<file path="src/rtl/mem_port_arbiter_if.sv">
// Bundle of the fetch, data and single-port memory signals around mem_port_arbiter.
// Pure wiring: no storage, so it adds no latency of its own.
// Backpressure is the arbiter's grant/stall signalling; requesters hold req until gnt.
interface mem_port_arbiter_if;
  // fetch port
  logic        if_req;
  logic [15:0] if_addr;
  logic        if_gnt;
  logic        if_rvalid;
  logic [15:0] if_rdata;
  // data port
  logic        d_req;
  logic        d_we;
  logic [15:0] d_addr;
  logic [15:0] d_wdata;
  logic        d_gnt;
  logic        d_rvalid;
  logic [15:0] d_rdata;
  // single-port memory
  logic        mem_en;
  logic        mem_we;
  logic [15:0] mem_addr;
  logic [15:0] mem_wdata;
  logic [15:0] mem_rdata;
  // pipeline hold
  logic        stall;

  // arbiter side
  modport slave (
    input  if_req, if_addr, d_req, d_we, d_addr, d_wdata, mem_rdata,
    output if_gnt, if_rvalid, if_rdata, d_gnt, d_rvalid, d_rdata,
    output mem_en, mem_we, mem_addr, mem_wdata, stall
  );

  // requester/memory side
  modport master (
    output if_req, if_addr, d_req, d_we, d_addr, d_wdata, mem_rdata,
    input  if_gnt, if_rvalid, if_rdata, d_gnt, d_rvalid, d_rdata,
    input  mem_en, mem_we, mem_addr, mem_wdata, stall
  );
endinterface

</file>
<file path="src/rtl/mem_port_arbiter.sv">
// Arbitrates fetch and data ports onto one single-port memory, data first by default.
// Grants are combinational; read data returns exactly 1 cycle after grant, fully pipelined.
// Losing requester sees no gnt and stall; ARB_STARVE_GUARD_EN adds a fetch anti-starvation counter.
module mem_port_arbiter #(
  parameter int unsigned STARVE_LIMIT = 3
) (
  input logic clk,
  input logic rst,
  mem_port_arbiter_if.slave bus
);

  typedef enum logic [1:0] {
    IDLE    = 2'd0,
    RESP_IF = 2'd1,
    RESP_D  = 2'd2
  } state_t;

  localparam logic [3:0] LIMIT = 4'(STARVE_LIMIT);

  state_t      state_q;
  state_t      state_d;
  logic        if_gnt;
  logic        d_gnt;
  logic        fetch_first;
  logic        if_rvalid;
  logic        d_rvalid;
  logic        mem_en;
  logic        mem_we;
  logic [15:0] mem_addr;
  logic [15:0] mem_wdata;

`ifdef ARB_STARVE_GUARD_EN
  // Consecutive data grants taken while fetch was waiting; saturates at 15.
  logic [3:0] starve_cnt;

  // Track how long fetch has been held off; any fetch grant or fetch withdrawal resets it.
  always_ff @(posedge clk) begin
    if (rst) begin
      starve_cnt <= 4'd0;
    end else if (!bus.if_req || if_gnt) begin
      starve_cnt <= 4'd0;
    end else if (d_gnt && (starve_cnt != 4'hF)) begin
      starve_cnt <= starve_cnt + 4'd1;
    end
  end

  assign fetch_first = (starve_cnt == LIMIT);
`else
  // Strict data priority: the limit has no effect without the guard.
  logic unused_limit;
  assign unused_limit = ^LIMIT;
  assign fetch_first  = 1'b0;
`endif

  // Grant selection and memory drive; everything quiet while in reset.
  always_comb begin
    if_gnt    = 1'b0;
    d_gnt     = 1'b0;
    mem_en    = 1'b0;
    mem_we    = 1'b0;
    mem_addr  = 16'h0000;
    mem_wdata = 16'h0000;
    if (!rst) begin
      if (bus.d_req && !(fetch_first && bus.if_req)) begin
        d_gnt = 1'b1;
      end else if (bus.if_req) begin
        if_gnt = 1'b1;
      end
    end
    mem_en = if_gnt | d_gnt;
    mem_we = d_gnt & bus.d_we;
    if (d_gnt) begin
      mem_addr  = bus.d_addr;
      mem_wdata = bus.d_wdata;
    end else if (if_gnt) begin
      mem_addr  = bus.if_addr;
    end
  end

  // Next state: remember which port owns the read data arriving next cycle.
  always_comb begin
    state_d = IDLE;
    if (if_gnt) begin
      state_d = RESP_IF;
    end else if (d_gnt && !bus.d_we) begin
      state_d = RESP_D;
    end
  end

  // State register; reset drops any response still in flight.
  always_ff @(posedge clk) begin
    if (rst) begin
      state_q <= IDLE;
    end else begin
      state_q <= state_d;
    end
  end

  // Response valids, masked during reset so a read granted just before rst never surfaces.
  always_comb begin
    if_rvalid = 1'b0;
    d_rvalid  = 1'b0;
    if (!rst) begin
      if_rvalid = (state_q == RESP_IF);
      d_rvalid  = (state_q == RESP_D);
    end
  end

  assign bus.if_gnt    = if_gnt;
  assign bus.d_gnt     = d_gnt;
  assign bus.mem_en    = mem_en;
  assign bus.mem_we    = mem_we;
  assign bus.mem_addr  = mem_addr;
  assign bus.mem_wdata = mem_wdata;
  assign bus.if_rvalid = if_rvalid;
  assign bus.d_rvalid  = d_rvalid;
  assign bus.if_rdata  = if_rvalid ? bus.mem_rdata : 16'h0000;
  assign bus.d_rdata   = d_rvalid  ? bus.mem_rdata : 16'h0000;
  assign bus.stall     = (bus.if_req & ~if_gnt) | (bus.d_req & ~d_gnt);

endmodule
</file>
<file path="src/flat_wrapper.sv">
// flat-port wrapper written by rule: the top's interface ports become plain ports
module mem_port_arbiter_flat 
#(
  parameter int unsigned STARVE_LIMIT = 3
)
  (clk, rst, bus_if_req, bus_if_addr, bus_d_req, bus_d_we, bus_d_addr, bus_d_wdata, bus_mem_rdata, bus_if_gnt, bus_if_rvalid, bus_if_rdata, bus_d_gnt, bus_d_rvalid, bus_d_rdata, bus_mem_en, bus_mem_we, bus_mem_addr, bus_mem_wdata, bus_stall);
  mem_port_arbiter_if bus_i ();
  input logic clk;
  input logic rst;
  input wire logic [$bits(bus_i.if_req)-1:0] bus_if_req;
  input wire logic [$bits(bus_i.if_addr)-1:0] bus_if_addr;
  input wire logic [$bits(bus_i.d_req)-1:0] bus_d_req;
  input wire logic [$bits(bus_i.d_we)-1:0] bus_d_we;
  input wire logic [$bits(bus_i.d_addr)-1:0] bus_d_addr;
  input wire logic [$bits(bus_i.d_wdata)-1:0] bus_d_wdata;
  input wire logic [$bits(bus_i.mem_rdata)-1:0] bus_mem_rdata;
  output wire logic [$bits(bus_i.if_gnt)-1:0] bus_if_gnt;
  output wire logic [$bits(bus_i.if_rvalid)-1:0] bus_if_rvalid;
  output wire logic [$bits(bus_i.if_rdata)-1:0] bus_if_rdata;
  output wire logic [$bits(bus_i.d_gnt)-1:0] bus_d_gnt;
  output wire logic [$bits(bus_i.d_rvalid)-1:0] bus_d_rvalid;
  output wire logic [$bits(bus_i.d_rdata)-1:0] bus_d_rdata;
  output wire logic [$bits(bus_i.mem_en)-1:0] bus_mem_en;
  output wire logic [$bits(bus_i.mem_we)-1:0] bus_mem_we;
  output wire logic [$bits(bus_i.mem_addr)-1:0] bus_mem_addr;
  output wire logic [$bits(bus_i.mem_wdata)-1:0] bus_mem_wdata;
  output wire logic [$bits(bus_i.stall)-1:0] bus_stall;
  assign bus_i.if_req = bus_if_req;
  assign bus_i.if_addr = bus_if_addr;
  assign bus_i.d_req = bus_d_req;
  assign bus_i.d_we = bus_d_we;
  assign bus_i.d_addr = bus_d_addr;
  assign bus_i.d_wdata = bus_d_wdata;
  assign bus_i.mem_rdata = bus_mem_rdata;
  assign bus_if_gnt = bus_i.if_gnt;
  assign bus_if_rvalid = bus_i.if_rvalid;
  assign bus_if_rdata = bus_i.if_rdata;
  assign bus_d_gnt = bus_i.d_gnt;
  assign bus_d_rvalid = bus_i.d_rvalid;
  assign bus_d_rdata = bus_i.d_rdata;
  assign bus_mem_en = bus_i.mem_en;
  assign bus_mem_we = bus_i.mem_we;
  assign bus_mem_addr = bus_i.mem_addr;
  assign bus_mem_wdata = bus_i.mem_wdata;
  assign bus_stall = bus_i.stall;
  mem_port_arbiter #(.STARVE_LIMIT(STARVE_LIMIT)) u_core (.clk(clk), .rst(rst), .bus(bus_i));
endmodule
</file>
<file path="config.mk">
export PLATFORM = sky130hd
export DESIGN_NAME = mem_port_arbiter_flat
export DESIGN_NICKNAME = d
export VERILOG_FILES = /design/src/rtl/mem_port_arbiter_if.sv /design/src/rtl/mem_port_arbiter.sv /design/src/flat_wrapper.sv
export SDC_FILE = /design/constraint.sdc
export NUM_CORES = 1
export LEC_CHECK = 0
export CAP_MARGIN = 0
export CORE_ASPECT_RATIO = 0.6
export CORE_UTILIZATION = 22
export CTS_BUF_LIST = sky130_fd_sc_hd__clkbuf_8
export DETAILED_ROUTE_END_ITERATION = 10
export PLACE_DENSITY = 0.88
export SLEW_MARGIN = 20
export SYNTH_ARGS = -nofsm -noshare
export SYNTH_HDL_FRONTEND = slang
export SYNTH_SLANG_ARGS = --single-unit
export TNS_END_PERCENT = 1
</file>
<file path="constraint.sdc">
create_clock -name clk -period 1.8 [get_ports clk]
set_input_delay 0.27 -clock clk [delete_from_list [all_inputs] [get_ports clk]]
set_output_delay 0.27 -clock clk [all_outputs]
set_load 0.01 [all_outputs]
</file>
## Word level (Yosys, flattened, before mapping)

Index checks and enable logic that the tools add are counted.

| operators by class | value |
|---|---|
| bitwise operators | 7 |
| reduce and logical (&&, ||, !) cells | 3 |
| equality and inequality tests | 2 |
| multiplexer cells | 14 |

Operator list:

| cell | number |
|---|---|
| $mux W16 | 5 |
| $mux W1 | 8 |
| $and A1 B1 Y1 | 3 |
| $eq A2 B1 Y1 const B | 1 |
| $eq A2 B2 Y1 const B | 1 |
| $mux W2 | 1 |
| $not A1 Y1 | 2 |
| $or A1 B1 Y1 | 2 |
| $reduce_or A2 Y1 | 1 |
| $logic_and A1 B1 Y1 | 1 |
| $logic_not A1 Y1 | 1 |

| word-level totals | value |
|---|---|
| bits of input ports | 69 |
| output and inout port bits | 71 |
| register bits | 2 |
| logic and storage cells | 28 |

## Logic depth before layout (Yosys ltp)

| logic depth | value |
|---|---|
| depth after elaboration | 6 |
| gate-level depth with buffers | 5 |

## Least setup slack after synthesis

OpenSTA, ideal clock, no wires.

| timing | value |
|---|---|
| path kind | register to output |
| start point | register u_core.state_q[1] |
| end point | output port bus_d_rdata[10] |
| arrival time | 0.954 ns |
| data required time | 1.530 ns |
| slack | 0.576 ns |
| buffers on the path | 1 |
| stages on the path, launching flop included | 4 |
| path through | dfxtp_1 nor3b_4 buf_6 and2_2 |

| on the way | value |
|---|---|
| longest elaborated chain between the ends | 3 |

Ends and longest elaborated chain:

| what | line | RTL |
|---|---|---|
| start: declaration | mem_port_arbiter.sv:20 | `state_t state_q;` |
| start signal: assignment | mem_port_arbiter.sv:95 | `state_q <= state_d;` |
| $eq A2 B2 Y1 | mem_port_arbiter.sv:105 | `d_rvalid = (state_q == RESP_D);` |
| $mux W1 | mem_port_arbiter.sv:103 | `if (!rst) begin` |
| net bus_d_rvalid | flat_wrapper.sv:21 | `output wire logic [$bits(bus_i.d_rvalid)-1:0] bus_d_rvalid;` |
| $mux W16 | mem_port_arbiter.sv:118 | `assign bus.d_rdata = d_rvalid ? bus.mem_rdata : 16'h0000;` |
| end: declaration | flat_wrapper.sv:22 | `output wire logic [$bits(bus_i.d_rdata)-1:0] bus_d_rdata;` |

The timed path passes the listed nets, and every way through them passes these cells.

## Worst setup path in the final report

| timing | value |
|---|---|
| start point | input port rst |
| end point | output port bus_d_rdata[13] |

| on the way | value |
|---|---|
| longest elaborated chain between the ends | 2 |

Ends and longest elaborated chain:

| what | line | RTL |
|---|---|---|
| start: declaration | flat_wrapper.sv:9 | `input logic rst;` |
| $mux W1 | mem_port_arbiter.sv:103 |  |
| $mux W16 | mem_port_arbiter.sv:118 |  |

Every way passes these cells.

==> results.txt <==
Synth top area share -> 0.303
Worst Hold Class -> input port to register
Critical Path RT -> 1.53 ns
Layout Utilization -> 0.730
wire per inst -> 13.5 um
global-route usage over all layers -> 0.196
Sink Count -> 2
Max Buffers Root-to-Sink -> 2
clock-pin slew on the worst setup and hold paths -> 0.03 ns
synth warn -> 0
part of the cycle the worst path needs -> 0.991
vias in the first global route -> 1225
min cycle time layout -> 1.78 ns
P_leak -> 1.11 nW
first-pass GRT wire length -> 5510 um
die area -> 3630 sq um
Worst Tran Pin Value -> 0.194 ns
worst-path maximum fanout -> 8
Post-DP Area -> 2240 sq um
Mapped Cells -> 88
Critical Path End Type -> output pin
row cnt -> 15
PwrDens -> 275 nW/um^2
Die Wd -> 77.1 um
hpwl dp -> 3070 um
Diodes inserted -> 0
Num CTS Buffers -> 3
Post-Syn Area per Cell -> 8.46 sq um
outcome -> finished clean
H-tree depth -> 1
grt total ovfl -> 0
cell taking the most area after synthesis -> and2_2
Initial Util -> 0.245
maximum VDD drop -> 0.210 mV
share of cells above drive strength 1 -> 0.342
routed wire length -> 3810 um
Crit path arrival time -> 1.51 ns
Top Ports -> 140
FF+latch area -> 40.0 sq um
DRT iter0 DRCs -> 21
startpoint types -> input port
Achievable Freq -> 560 MHz
hold slack -> 0.708 ns
post-synthesis sequential area ratio -> 0.0538
finished layout cell area -> 2220 sq um
RSZ-0062 raised after global routing -> true
Biggest register -> u_core.state_q
Pwr Total -> 610 uW
Slew HR -> 0.870
ranking of synthesized cells by area -> and2_2 (30%), a32o_1 (22%), and2_1 (16%)
NumNets Final -> 311
input/output buffers -> 139
initial antenna violation count -> 0
fill count -> 260
Yosys reg bits -> 2
WS Path Type -> input port to output pin
DRC -> 0
count of final hold-check violations -> 0
first-pass iteration count of the detailed router -> 4
max reg flops -> 2
Max-cap violations -> 0
Cell Area, Synth -> 744 sq um
CTS tree -> done
Routed Antenna Nets -> 0
final setup violation count -> 0
via count -> 1268
syn nets -> 157
area grow syn2layout -> 198%
area of the core -> 3040 sq um
top flop regs -> u_core.state_q (2)
multi-input logic area -> 616 sq um
CTS root buf -> clkbuf_8
routability congestion estimate -> 0.753
synth unique cells -> 14
Die H -> 47.1 um
largest net degree at the start of global routing -> 18
fin. max-slew vios -> 0
DR vias/cell -> 4.50
[synthesized netlist by cell type, drive strengths merged]
library cell / instances
and4bb: 2
clkbuf: 2
nor2b: 1
nor3b: 2
and2: 49
and2b: 1
buf: 8
a32o: 16
nor2: 4
dfxtp: 2
a21oi: 1
[path summary, 6_finish.rpt]
path	from	to	slack, ns	depth (start not counted)
setup / recovery	rst	bus_d_rdata[13]	0.02	7
hold / removal	bus_d_we	u_core.state_q[1]	0.71	2
[kinds of logic (layout without fill, tap and decap cells)]
kind of cell	after synthesis	in the layout	share of synthesized area
AOI/OAI and AO/OA	17	17	0.222
buffers and inverters	10	162	0.126
DFF	2	2	0.0538
and+or+nand+nor	59	59	0.598
[power by group]
group          switching (mW)  leakage [nW]  total, mW  internal (mW)
clock network          0.0379        0.0216      0.180          0.142
logic                   0.125          1.07      0.381          0.256
registers             0.00246        0.0164     0.0490         0.0466
total                   0.165          1.11      0.610          0.445
[routing by layer]
| layer | up-vias | track usage | share of wire |
|---|---|---|---|
| met2 | 71 | 0.423 | 0.54 |
| met1 | 575 | 0.195 | 0.37 |
| li1 | 620 | - | - |
| met4 | 0 | 0.0453 | 0.0050 |
| met5 | - | 0 | 0 |
| met3 | 2 | 0.0602 | 0.088 |
[what timing repair did]
action / CTS / global route
endpoints found under the setup margin: 71 / 36
endpoints found under the hold margin: 0 / 0
hold buffers: 0 / 0
gates resized for setup: 83 / 48
pin swaps: 0 / 1
buffers inserted: 7 / 1
gates cloned: 1 / 0
[critical path, stage by stage]
cell and delay (ns):
dlygate4sd2_1 0.26, buf_6 0.14, nor3b_4 0.23, buf_12 0.13, buf_4 0.12, and2_2 0.13
clkdlybuf4s15_1 0.22
[cell type report]
cell class | count | share of cell area
flip-flops and latches | 2 | 0.0180
multi-input cells | 76 | 0.277
repair buffers | 159 | 0.662
clock buffers | 3 | 0.0186
well taps | 42 | 0.0237
[cell usage in the layout (no fill, tap or decap)]
cell / synthesis / routed
and2_1: 19 / 19
buf_2: 0 / 2
and2_2: 30 / 30
buf_4: 1 / 13
clkbuf_8: 0 / 3
dfxtp_1: 2 / 2
a32o_1: 16 / 16
clkdlybuf4s50_1: 0 / 68
nor2_4: 1 / 1
and2b_1: 1 / 1
nor2b_4: 0 / 1
and4bb_2: 2 / 2
nor2_1: 3 / 3
a21oi_1: 1 / 1
clkdlybuf4s15_1: 0 / 10
nor3b_4: 2 / 2
buf_12: 0 / 5
bufbuf_16: 0 / 1
dlygate4sd2_1: 0 / 38
clkbuf_2: 0 / 21
buf_6: 7 / 1
[per-stage QoR]
stage | worst slack, ns | cells | TNS (ns)
2_1_floorplan | 0.576 | 88 | 0
3_3_place_gp | -0.369 | 270 | -23.71
3_5_place_dp | -0.429 | 270 | -26.46
4_1_cts | -0.0226 | 281 | -0.0226
5_1_grt | -0.0472 | 282 | -0.126
6_report | 0.0155 | 282 | 0
(Power assumes the default switching activity.)
